$ cat src/rtl/mandelbrot_iterator_if.sv
// Handshake bundle between the pixel-coordinate generator, the escape-time
// engine and the colour converter. The engine connects through the slave
// modport. Its environment (generator side and converter side) connects
// through the master modport.
interface mandelbrot_iterator_if #(
    parameter int WIDTH = 16
);
    logic                    in_valid;
    logic                    in_ready;
    logic signed [WIDTH-1:0] c_re;
    logic signed [WIDTH-1:0] c_im;
    logic                    out_valid;
    logic                    out_ready;
    logic [7:0]              iteration;
    logic                    ismandelbrot;

    modport master (
        output in_valid, c_re, c_im, out_ready,
        input  in_ready, out_valid, iteration, ismandelbrot
    );

    modport slave (
        input  in_valid, c_re, c_im, out_ready,
        output in_ready, out_valid, iteration, ismandelbrot
    );
endinterface

$ cat src/rtl/mandelbrot_iterator.sv
// Escape-time engine for a single pixel. It iterates z = z^2 + c from z = 0
// in signed fixed point and checks |z|^2 > 4 once per cycle. It reports the
// escape count, or MAX_ITER together with an in-set flag.
//
// Optional build macro MANDEL_SAT_EN: when defined, z updates saturate
// instead of wrapping. Escape detection is unchanged.
//
// state   | meaning
// IDLE    | waiting for a point; in_ready high
// ITERATE | one escape check / z update per cycle; busy high
// DONE    | result presented; out_valid high until out_ready
module mandelbrot_iterator #(
    parameter int WIDTH    = 16,
    parameter int FRAC     = 12,
    parameter int MAX_ITER = 255
) (
    input  logic                  clk,
    input  logic                  nrst,
    mandelbrot_iterator_if.slave  bus,
    output logic                  busy
);
    localparam int PW = 2 * WIDTH;
    localparam logic signed [PW:0] THRESH = (PW + 1)'(4) << (2 * FRAC);
    localparam logic [7:0]         CAP    = 8'(MAX_ITER);

    typedef enum logic [1:0] {IDLE, ITERATE, DONE} state_t;

    state_t                  state, state_nxt;
    logic signed [WIDTH-1:0] z_re, z_im, cr, ci;
    logic [7:0]              count;
    logic [7:0]              iter_q;
    logic                    inset_q;

    logic signed [PW-1:0]    rr, ii, ri;
    logic signed [PW:0]      mag, diff, twice, re_shift, im_shift;
    logic signed [PW+1:0]    re_sum, im_sum;
    logic signed [WIDTH-1:0] re_nxt, im_nxt;
    logic                    escape, at_cap;

    // Full-precision squares, escape test and the next z candidate.
    always_comb begin
        rr       = z_re * z_re;
        ii       = z_im * z_im;
        ri       = z_re * z_im;
        mag      = rr + ii;
        diff     = rr - ii;
        twice    = $signed({ri, 1'b0});
        re_shift = diff >>> FRAC;
        im_shift = twice >>> FRAC;
        re_sum   = re_shift + cr;
        im_sum   = im_shift + ci;
        escape   = mag > THRESH;
        at_cap   = count == CAP;
    end

`ifdef MANDEL_SAT_EN
    localparam logic signed [PW+1:0] ZMAX = $signed({{(PW + 3 - WIDTH){1'b0}}, {(WIDTH - 1){1'b1}}});
    localparam logic signed [PW+1:0] ZMIN = $signed({{(PW + 3 - WIDTH){1'b1}}, {(WIDTH - 1){1'b0}}});

    // Clamp the next z into the representable range.
    always_comb begin
        re_nxt = re_sum[WIDTH-1:0];
        im_nxt = im_sum[WIDTH-1:0];
        if (re_sum > ZMAX)      re_nxt = {1'b0, {(WIDTH - 1){1'b1}}};
        else if (re_sum < ZMIN) re_nxt = {1'b1, {(WIDTH - 1){1'b0}}};
        if (im_sum > ZMAX)      im_nxt = {1'b0, {(WIDTH - 1){1'b1}}};
        else if (im_sum < ZMIN) im_nxt = {1'b1, {(WIDTH - 1){1'b0}}};
    end
`else
    logic unused_hi;

    // Two's-complement wrap: keep only the low WIDTH bits.
    always_comb begin
        re_nxt    = re_sum[WIDTH-1:0];
        im_nxt    = im_sum[WIDTH-1:0];
        unused_hi = ^{re_sum[PW+1:WIDTH], im_sum[PW+1:WIDTH]};
    end
`endif

    // State register.
    always_ff @(posedge clk or negedge nrst) begin
        if (!nrst) state <= IDLE;
        else       state <= state_nxt;
    end

    // Next-state and handshake outputs.
    always_comb begin
        state_nxt     = state;
        bus.in_ready  = 1'b0;
        bus.out_valid = 1'b0;
        busy          = 1'b0;
        case (state)
            IDLE: begin
                bus.in_ready = 1'b1;
                if (bus.in_valid) state_nxt = ITERATE;
            end
            ITERATE: begin
                busy = 1'b1;
                if (escape || at_cap) state_nxt = DONE;
            end
            DONE: begin
                bus.out_valid = 1'b1;
                if (bus.out_ready) state_nxt = IDLE;
            end
            default: state_nxt = IDLE;
        endcase
    end

    // Datapath: latch c on accept, iterate z, capture the result on exit.
    always_ff @(posedge clk or negedge nrst) begin
        if (!nrst) begin
            z_re    <= '0;
            z_im    <= '0;
            cr      <= '0;
            ci      <= '0;
            count   <= '0;
            iter_q  <= '0;
            inset_q <= 1'b0;
        end else begin
            case (state)
                IDLE: begin
                    if (bus.in_valid) begin
                        cr    <= bus.c_re;
                        ci    <= bus.c_im;
                        z_re  <= '0;
                        z_im  <= '0;
                        count <= '0;
                    end
                end
                ITERATE: begin
                    if (escape) begin
                        iter_q  <= count;
                        inset_q <= 1'b0;
                    end else if (at_cap) begin
                        iter_q  <= CAP;
                        inset_q <= 1'b1;
                    end else begin
                        z_re  <= re_nxt;
                        z_im  <= im_nxt;
                        count <= count + 8'd1;
                    end
                end
                default: ;
            endcase
        end
    end

    assign bus.iteration    = iter_q;
    assign bus.ismandelbrot = inset_q;
endmodule

$ cat src/flat_wrapper.sv
// flat-port wrapper written by rule: the top's interface ports become plain ports
module mandelbrot_iterator_flat 
#(
    parameter int WIDTH    = 16,
    parameter int FRAC     = 12,
    parameter int MAX_ITER = 255
)
  (clk, nrst, busy, bus_in_valid, bus_c_re, bus_c_im, bus_out_ready, bus_in_ready, bus_out_valid, bus_iteration, bus_ismandelbrot);
  mandelbrot_iterator_if #(.WIDTH(WIDTH)) bus_i ();
  input  logic clk;
  input  logic nrst;
  output logic busy;
  input wire logic [$bits(bus_i.in_valid)-1:0] bus_in_valid;
  input wire logic [$bits(bus_i.c_re)-1:0] bus_c_re;
  input wire logic [$bits(bus_i.c_im)-1:0] bus_c_im;
  input wire logic [$bits(bus_i.out_ready)-1:0] bus_out_ready;
  output wire logic [$bits(bus_i.in_ready)-1:0] bus_in_ready;
  output wire logic [$bits(bus_i.out_valid)-1:0] bus_out_valid;
  output wire logic [$bits(bus_i.iteration)-1:0] bus_iteration;
  output wire logic [$bits(bus_i.ismandelbrot)-1:0] bus_ismandelbrot;
  assign bus_i.in_valid = bus_in_valid;
  assign bus_i.c_re = bus_c_re;
  assign bus_i.c_im = bus_c_im;
  assign bus_i.out_ready = bus_out_ready;
  assign bus_in_ready = bus_i.in_ready;
  assign bus_out_valid = bus_i.out_valid;
  assign bus_iteration = bus_i.iteration;
  assign bus_ismandelbrot = bus_i.ismandelbrot;
  mandelbrot_iterator #(.WIDTH(WIDTH), .FRAC(FRAC), .MAX_ITER(MAX_ITER)) u_core (.clk(clk), .nrst(nrst), .bus(bus_i), .busy(busy));
endmodule
$ cat config.mk
export PLATFORM = sky130hd
export DESIGN_NAME = mandelbrot_iterator_flat
export DESIGN_NICKNAME = d
export VERILOG_FILES = /design/src/rtl/mandelbrot_iterator_if.sv /design/src/rtl/mandelbrot_iterator.sv /design/src/flat_wrapper.sv
export SDC_FILE = /design/constraint.sdc
export NUM_CORES = 2
export LEC_CHECK = 0
export BUFFER_PORTS_ARGS = -buffer_cell sky130_fd_sc_hd__clkbuf_2
export CAP_MARGIN = 20
export CORE_MARGIN = 2
export CORE_UTILIZATION = 45
export DETAILED_ROUTE_END_ITERATION = 8
export PLACE_DENSITY = 0.62
export SLEW_MARGIN = 5
export SYNTH_ARGS = -nofsm -noshare
export SYNTH_HDL_FRONTEND = slang
export SYNTH_SLANG_ARGS = --single-unit
$ cat constraint.sdc
create_clock -name clk -period 10.3 [get_ports clk]
set_input_delay 0.515 -clock clk [delete_from_list [all_inputs] [get_ports clk]]
set_output_delay 0.515 -clock clk [all_outputs]
set_load 0.05 [all_outputs]
Word level (Yosys, flattened, before mapping)
Cells that the tools add are included.
{ "totals": {"register_bits": 83, "inputBits": 36, "output_inout_bits": 12, "word_cells": 55} }
{ "classes": {"n_reduce_logical": 8, "muxes": 22, "order_cmp": 1, "mul": 3, "n_eq_ne": 8, "addsub": 5} }
{ "ops": {"columns": ["op", "n"], "rows": [
  ["2-to-1 mux 16 bit", 5],
  ["multiplier 16 x 16 -> 32 bit", 2],
  ["case mux 16 bit (2 select lines)", 2],
  ["2-to-1 mux 8 bit", 5],
  ["adder 32 x 32 -> 33 bit", 1],
  ["> comparator 33 x 28 -> 1 bit, second input constant", 1],
  ["adder 16 bit", 2],
  ["subtractor 28 bit", 1],
  ["multiplier 16 x 16 -> 27 bit", 1],
  ["case mux 8 bit (2 select lines)", 1],
  ["adder 8 x 1 -> 8 bit, second input constant", 1],
  ["equality test 8 bit, second input constant", 1],
  ["inequality test 2 bit, second input constant", 4],
  ["2-to-1 mux 2 bit", 3],
  ["case mux 2 bit (3 select lines)", 1],
  ["2-to-1 mux 1 bit", 5],
  ["AND reduction 2 bit", 2],
  ["AND reduction 4 bit", 1],
  ["nonzero test 2 bit", 2],
  ["AND reduction 3 bit", 1],
  ["equality test 2 x 1 -> 1 bit, second input constant", 1],
  ["equality test 2 bit, second input constant", 1],
  ["logical NOT 2 bit", 1],
  ["inequality test 2 x 1 -> 1 bit, second input constant", 1],
  ["logical OR 1 bit", 1]
]} }

Longest topological paths before layout
{ "depth": {"ltp_word": 6, "ltp_mapped": 44, "mapped_depth_nobuf": 43} }

Worst setup path before layout
No wires, ideal clock.
{ "synth_path": {"path_type": "register to register", "startpoint": "reg u_core.z_re[10]", "endpoint": "reg u_core.z_re[15]", "setup_time_ps": 126, "period_less_slack_ps": 9037, "t_arrival_ps": 8911, "required_ps": 10174, "setup_slack_ps": 1263, "n_path_buf": 3, "stages_incl_launch_ff": 40, "path_cell_list": "dfrtp_1 clkbuf_1 clkbuf_1 nand2_1 fa_1 fa_1 fa_1 inv_1 fa_1 fa_1 inv_1 fa_1 inv_1 ha_1 nand3_1 or2_2 o21ai_0 nand2_1 (+4 left out) a21oi_1 nor2_1 or2_2 a21oi_1 nor2_1 nor2_1 o21bai_1 xnor2_1 ha_1 and3_1 a21oi_1 o21ai_0 o41ai_1 o2111ai_1 a21oi_1 xnor2_1 xnor2_1 mux2i_1"} }
{ "synth_via": {"elab_chain_cells": 6, "word_cells_on_any_way": 10, "classes_between": "add/sub: 3; mul: 1; order compare: 1; eq/ne: 1; mux: 3; reduce/logical: 1"} }
{ "synth_lines": {"columns": ["item", "line_no", "rtl"], "rows": [
  ["start, declared", "mandelbrot_iterator.sv:29", "logic signed [WIDTH-1:0] z_re, z_im, cr, ci;"],
  ["start signal, assigned", "mandelbrot_iterator.sv:138", "z_re <= re_nxt;"],
  ["multiplier 16 x 16 -> 32 bit *", "mandelbrot_iterator.sv:42", "rr = z_re * z_re;"],
  ["branches (longest 5 deep; another with adder 32 x 32 -> 33 bit)", null, null]
]} }
Every way passes the cells marked *. The select of a mux whose other input is x is not followed.
A chain may end at the register's enable or synchronous reset.

Final worst setup path
{ "layout_path": {"startpoint": "reg u_core.z_im[8]", "endpoint": "reg u_core.z_re[1]"} }
{ "layout_via": {"elab_chain_cells": 6, "word_cells_on_any_way": 10, "classes_between": "add/sub: 3; mul: 1; order compare: 1; eq/ne: 1; mux: 3; reduce/logical: 1"} }
{ "layout_lines": {"columns": ["item", "line_no", "rtl"], "rows": [
  ["start, declared", "mandelbrot_iterator.sv:29", null],
  ["start signal, assigned", "mandelbrot_iterator.sv:139", "z_im <= im_nxt;"],
  ["multiplier 16 x 16 -> 32 bit *", "mandelbrot_iterator.sv:43", "ii = z_im * z_im;"],
  ["branches (longest 5 deep; another with adder 32 x 32 -> 33 bit)", null, null]
]} }
Marked as above.

==> impl_metrics.ini <==
[clock_network]
clock-sinks = 83
cts-root-buf = clkbuf_16
h-tree-depth = 3
cts_hold_buf = 0
clkTransAtPathRegs_ns = 0.08
clock_path_buffers = 2
cts_made_buffers = 9
worst_skew_pair.late_latency_ns = 0.39
cts_tree = built

[setup_path]
crit_arrival_ns = 10.10
crit_top_cell = inv_1
critPathKind = register to register
crit_required_ns = 10.61
cp_max_fo = 23
end_kind = register
cp_slowest_cell = dfrtp_1
startpoint_type = register
critPathMaxStageDelay_ns = 0.55

[timing]
timing.final.crit_share_pct = 95.00
worst_clock_skew_ns = 0.008152
clock.fmax_mhz = 102.2
finalMaxSlewViolations = 0
slew_headroom_pct = 44.82
hold_viol = 0
rsz0062_at_grt = no
final-setup-viol-count = 0
post-route-min-period_ns = 9.785
tightestPinTransition_ns = 0.8278
fin_setup_tns_ns = 0

[finish]
drive_gt1_share_pct = 5.843
syn_to_final_growth_pct = 5.353
diodes = 0
finalNetCount = 4804

[place]
io_buffers = 47
place_congestion = 0.9045
dp_hpwl_um = 68950

[detailed_routing]
finalWirelength_um = 82130
wire_per_inst_um = 17.45
drc = 0
vias_per_cell = 5.107
antenna_left = 0
vias = 24040
drt_iter0_markers = 1751
drtPass1Iterations = 5

[synthesis]
synth_top_family_by_area = adder cells
netlist_area_um2 = 33420
synth-async-reset-ratio_pct = 100.0
synth_compound_area_share_pct = 7.146
synthXorXnorAreaFrac_pct = 4.271
synth_adder_area_share_pct = 54.00
syn-num-nets = 4809
synth.distinct_cells = 78
synth-main-ff-cell = dfrtp_1
synth.top_cell.area_share_pct = 41.69
synth_warnings = 0
ys_top_cells_by_area = fa_1 (42%), ha_1 (12%), inv_1 (11%)
synth_edf_count = 0
synth-simple-area-share_pct = 13.18
ys_ff_latch = 83
synth_largest_area_cell = fa_1
synth_common_cells = inv_1 (971), fa_1 (696), nand2_1 (383), ha_1 (329), nor2_1 (170)
syn_inst = 3748
synth.most_common_cell = inv_1
avgSynthCellArea_um2 = 8.918
synth_mux_area_share_pct = 2.497
ys_seq_area_share_pct = 6.214

[floorplan]
io-pin-count = 48
die_y_um = 276.5
die_area_um2 = 76470
row_count = 99
start_util_pct = 45.66
core_area_um2 = 73210
die_w_um = 276.5

[worst_hold_path]
hold_class = input port to asynchronous set/reset pin

[flow_run]
drv_cap = 0

[global_routing]
overflow = 0
grtUsageTotal_pct = 22.41
grt_start_max_net_pins = 51
antenna_found_initial = 0
grt_pass1_wl_um = 135400
grt_pass1_vias = 24630

[outcome]
status = completed
## worst max-delay path: cells and delay by family, from the launching register on
kind | cells | cell delay (ns)
buf+inv | 9 | 1.08
simple gates | 8 | 1.80
fa+ha+maj | 8 | 3.52
flops | 1 | 0.55
xor+xnor | 1 | 0.32
mux | 1 | 0.21
compound gates | 9 | 2.20
## area by class of cell
| class | count | area [um^2] |
|---|---|---|
| multi-input cells | 2553 | 27130 |
| repair buffers | 119 | 834.6 |
| clock buffers | 9 | 225.2 |
| clock inverters | 7 | 52.55 |
| inverters | 977 | 3671 |
| fillers | 7091 | 37990 |
| flip-flops and latches | 83 | 2095 |
| well taps | 959 | 1200 |
## timing repair
item / in CTS / in global routing
endpoints found under the hold margin: 0 / 0
setup endpoints to repair: 0 / 50
resized for setup: 0 / 27
buffers inserted: 0 / 4
## layout by cell type, fill, tap and decap left out, types with 5 or more instances in the layout
cell | Yosys | layout
a211oi_1 | 14 | 13
mux2_2 | 35 | 35
clkbuf_2 | 2 | 46
and3_1 | 24 | 24
nand2_1 | 383 | 382
nor3_1 | 42 | 42
a21oi_1 | 87 | 87
a2111oi_0 | 6 | 5
o22a_1 | 8 | 8
nand3_1 | 31 | 31
nor4_1 | 6 | 6
o211ai_1 | 8 | 8
o2111ai_1 | 5 | 5
nand2b_1 | 43 | 43
or2_2 | 17 | 17
dfrtp_1 | 83 | 69
nor2_1 | 170 | 170
a211o_1 | 8 | 8
o21a_1 | 32 | 32
fa_1 | 696 | 695
dfrtp_2 | 0 | 14
xnor2_1 | 114 | 114
o21bai_1 | 18 | 18
or3_1 | 9 | 9
mux2i_1 | 44 | 44
clkbuf_16 | 0 | 9
nand4_1 | 12 | 12
a31oi_1 | 12 | 11
ha_1 | 329 | 329
a21o_1 | 31 | 31
nor2b_1 | 20 | 20
o21ai_0 | 68 | 68
xor2_1 | 49 | 49
and2_1 | 160 | 160
buf_4 | 0 | 63
clkinv_1 | 6 | 6
inv_1 | 971 | 970
a21boi_0 | 7 | 7
buf_6 | 1 | 7
## worst paths after layout
path,cells past startpoint,endpoint,slack (ns),from
setup reg to reg,36,u_core.z_re[1],0.52,u_core.z_im[8]
max in group asynchronous,2,u_core.z_re[2],9.00,nrst
hold reg to reg,1,u_core.bus.ismandelbrot,0.49,u_core.bus.ismandelbrot
min in group clk,2,u_core.ci[0],0.35,bus_c_im[0]
setup / recovery,36,u_core.z_re[1],0.52,u_core.z_im[8]
hold / removal,1,u_core.count[7],0.12,nrst
## sequential cells by signal (all words and copies together) (netlist names)
signal / count
u_core.bus.ismandelbrot: 1
u_core.ci: 16
u_core.state: 2
u_core.z_re: 16
u_core.bus.iteration: 8
u_core.z_im: 16
u_core.count: 8
u_core.cr: 16
## layer usage
metal / vias to the layer above / track usage [%] / wire length (um)
li1: 11250 / - / -
met1: 12140 / 32.90 / 37510
met2: 608 / 36.45 / 38970
met3: 48 / 2.577 / 4660
met4: 0 / 3.139 / 991
met5: - / 0 / 0
## cell families (layout without fill, tap and decap cells)
| family | count (synthesis) | count (layout) |
|---|---|---|
| compound gates | 353 | 353 |
| xor+xnor | 163 | 163 |
| fa+ha+maj | 1025 | 1025 |
| buf+inv | 1112 | 1112 |
| flops | 83 | 83 |
| mux | 79 | 79 |
| simple gates | 933 | 933 |
## through the flow
stage | setup slack, ns | util, % | hold WS, ns | instance area [um^2] | std cells
floorplan | 1.263 | - | 0.2194 | 33420 | 3748
global placement | 0.3491 | 47.55 | 0.4711 | 34810 | 4686
detailed placement | 0.2700 | 47.55 | 0.4798 | 34810 | 4686
CTS | 0.2251 | 47.93 | 0.1208 | 35090 | 4702
global route | 0.007758 | 48.10 | 0.1392 | 35210 | 4707
finish | 0.5153 | 48.10 | 0.1156 | 35210 | 4707
Power is not shown: default switching activity piles up to over one toggle a cycle in this logic, so the estimate is an artifact.
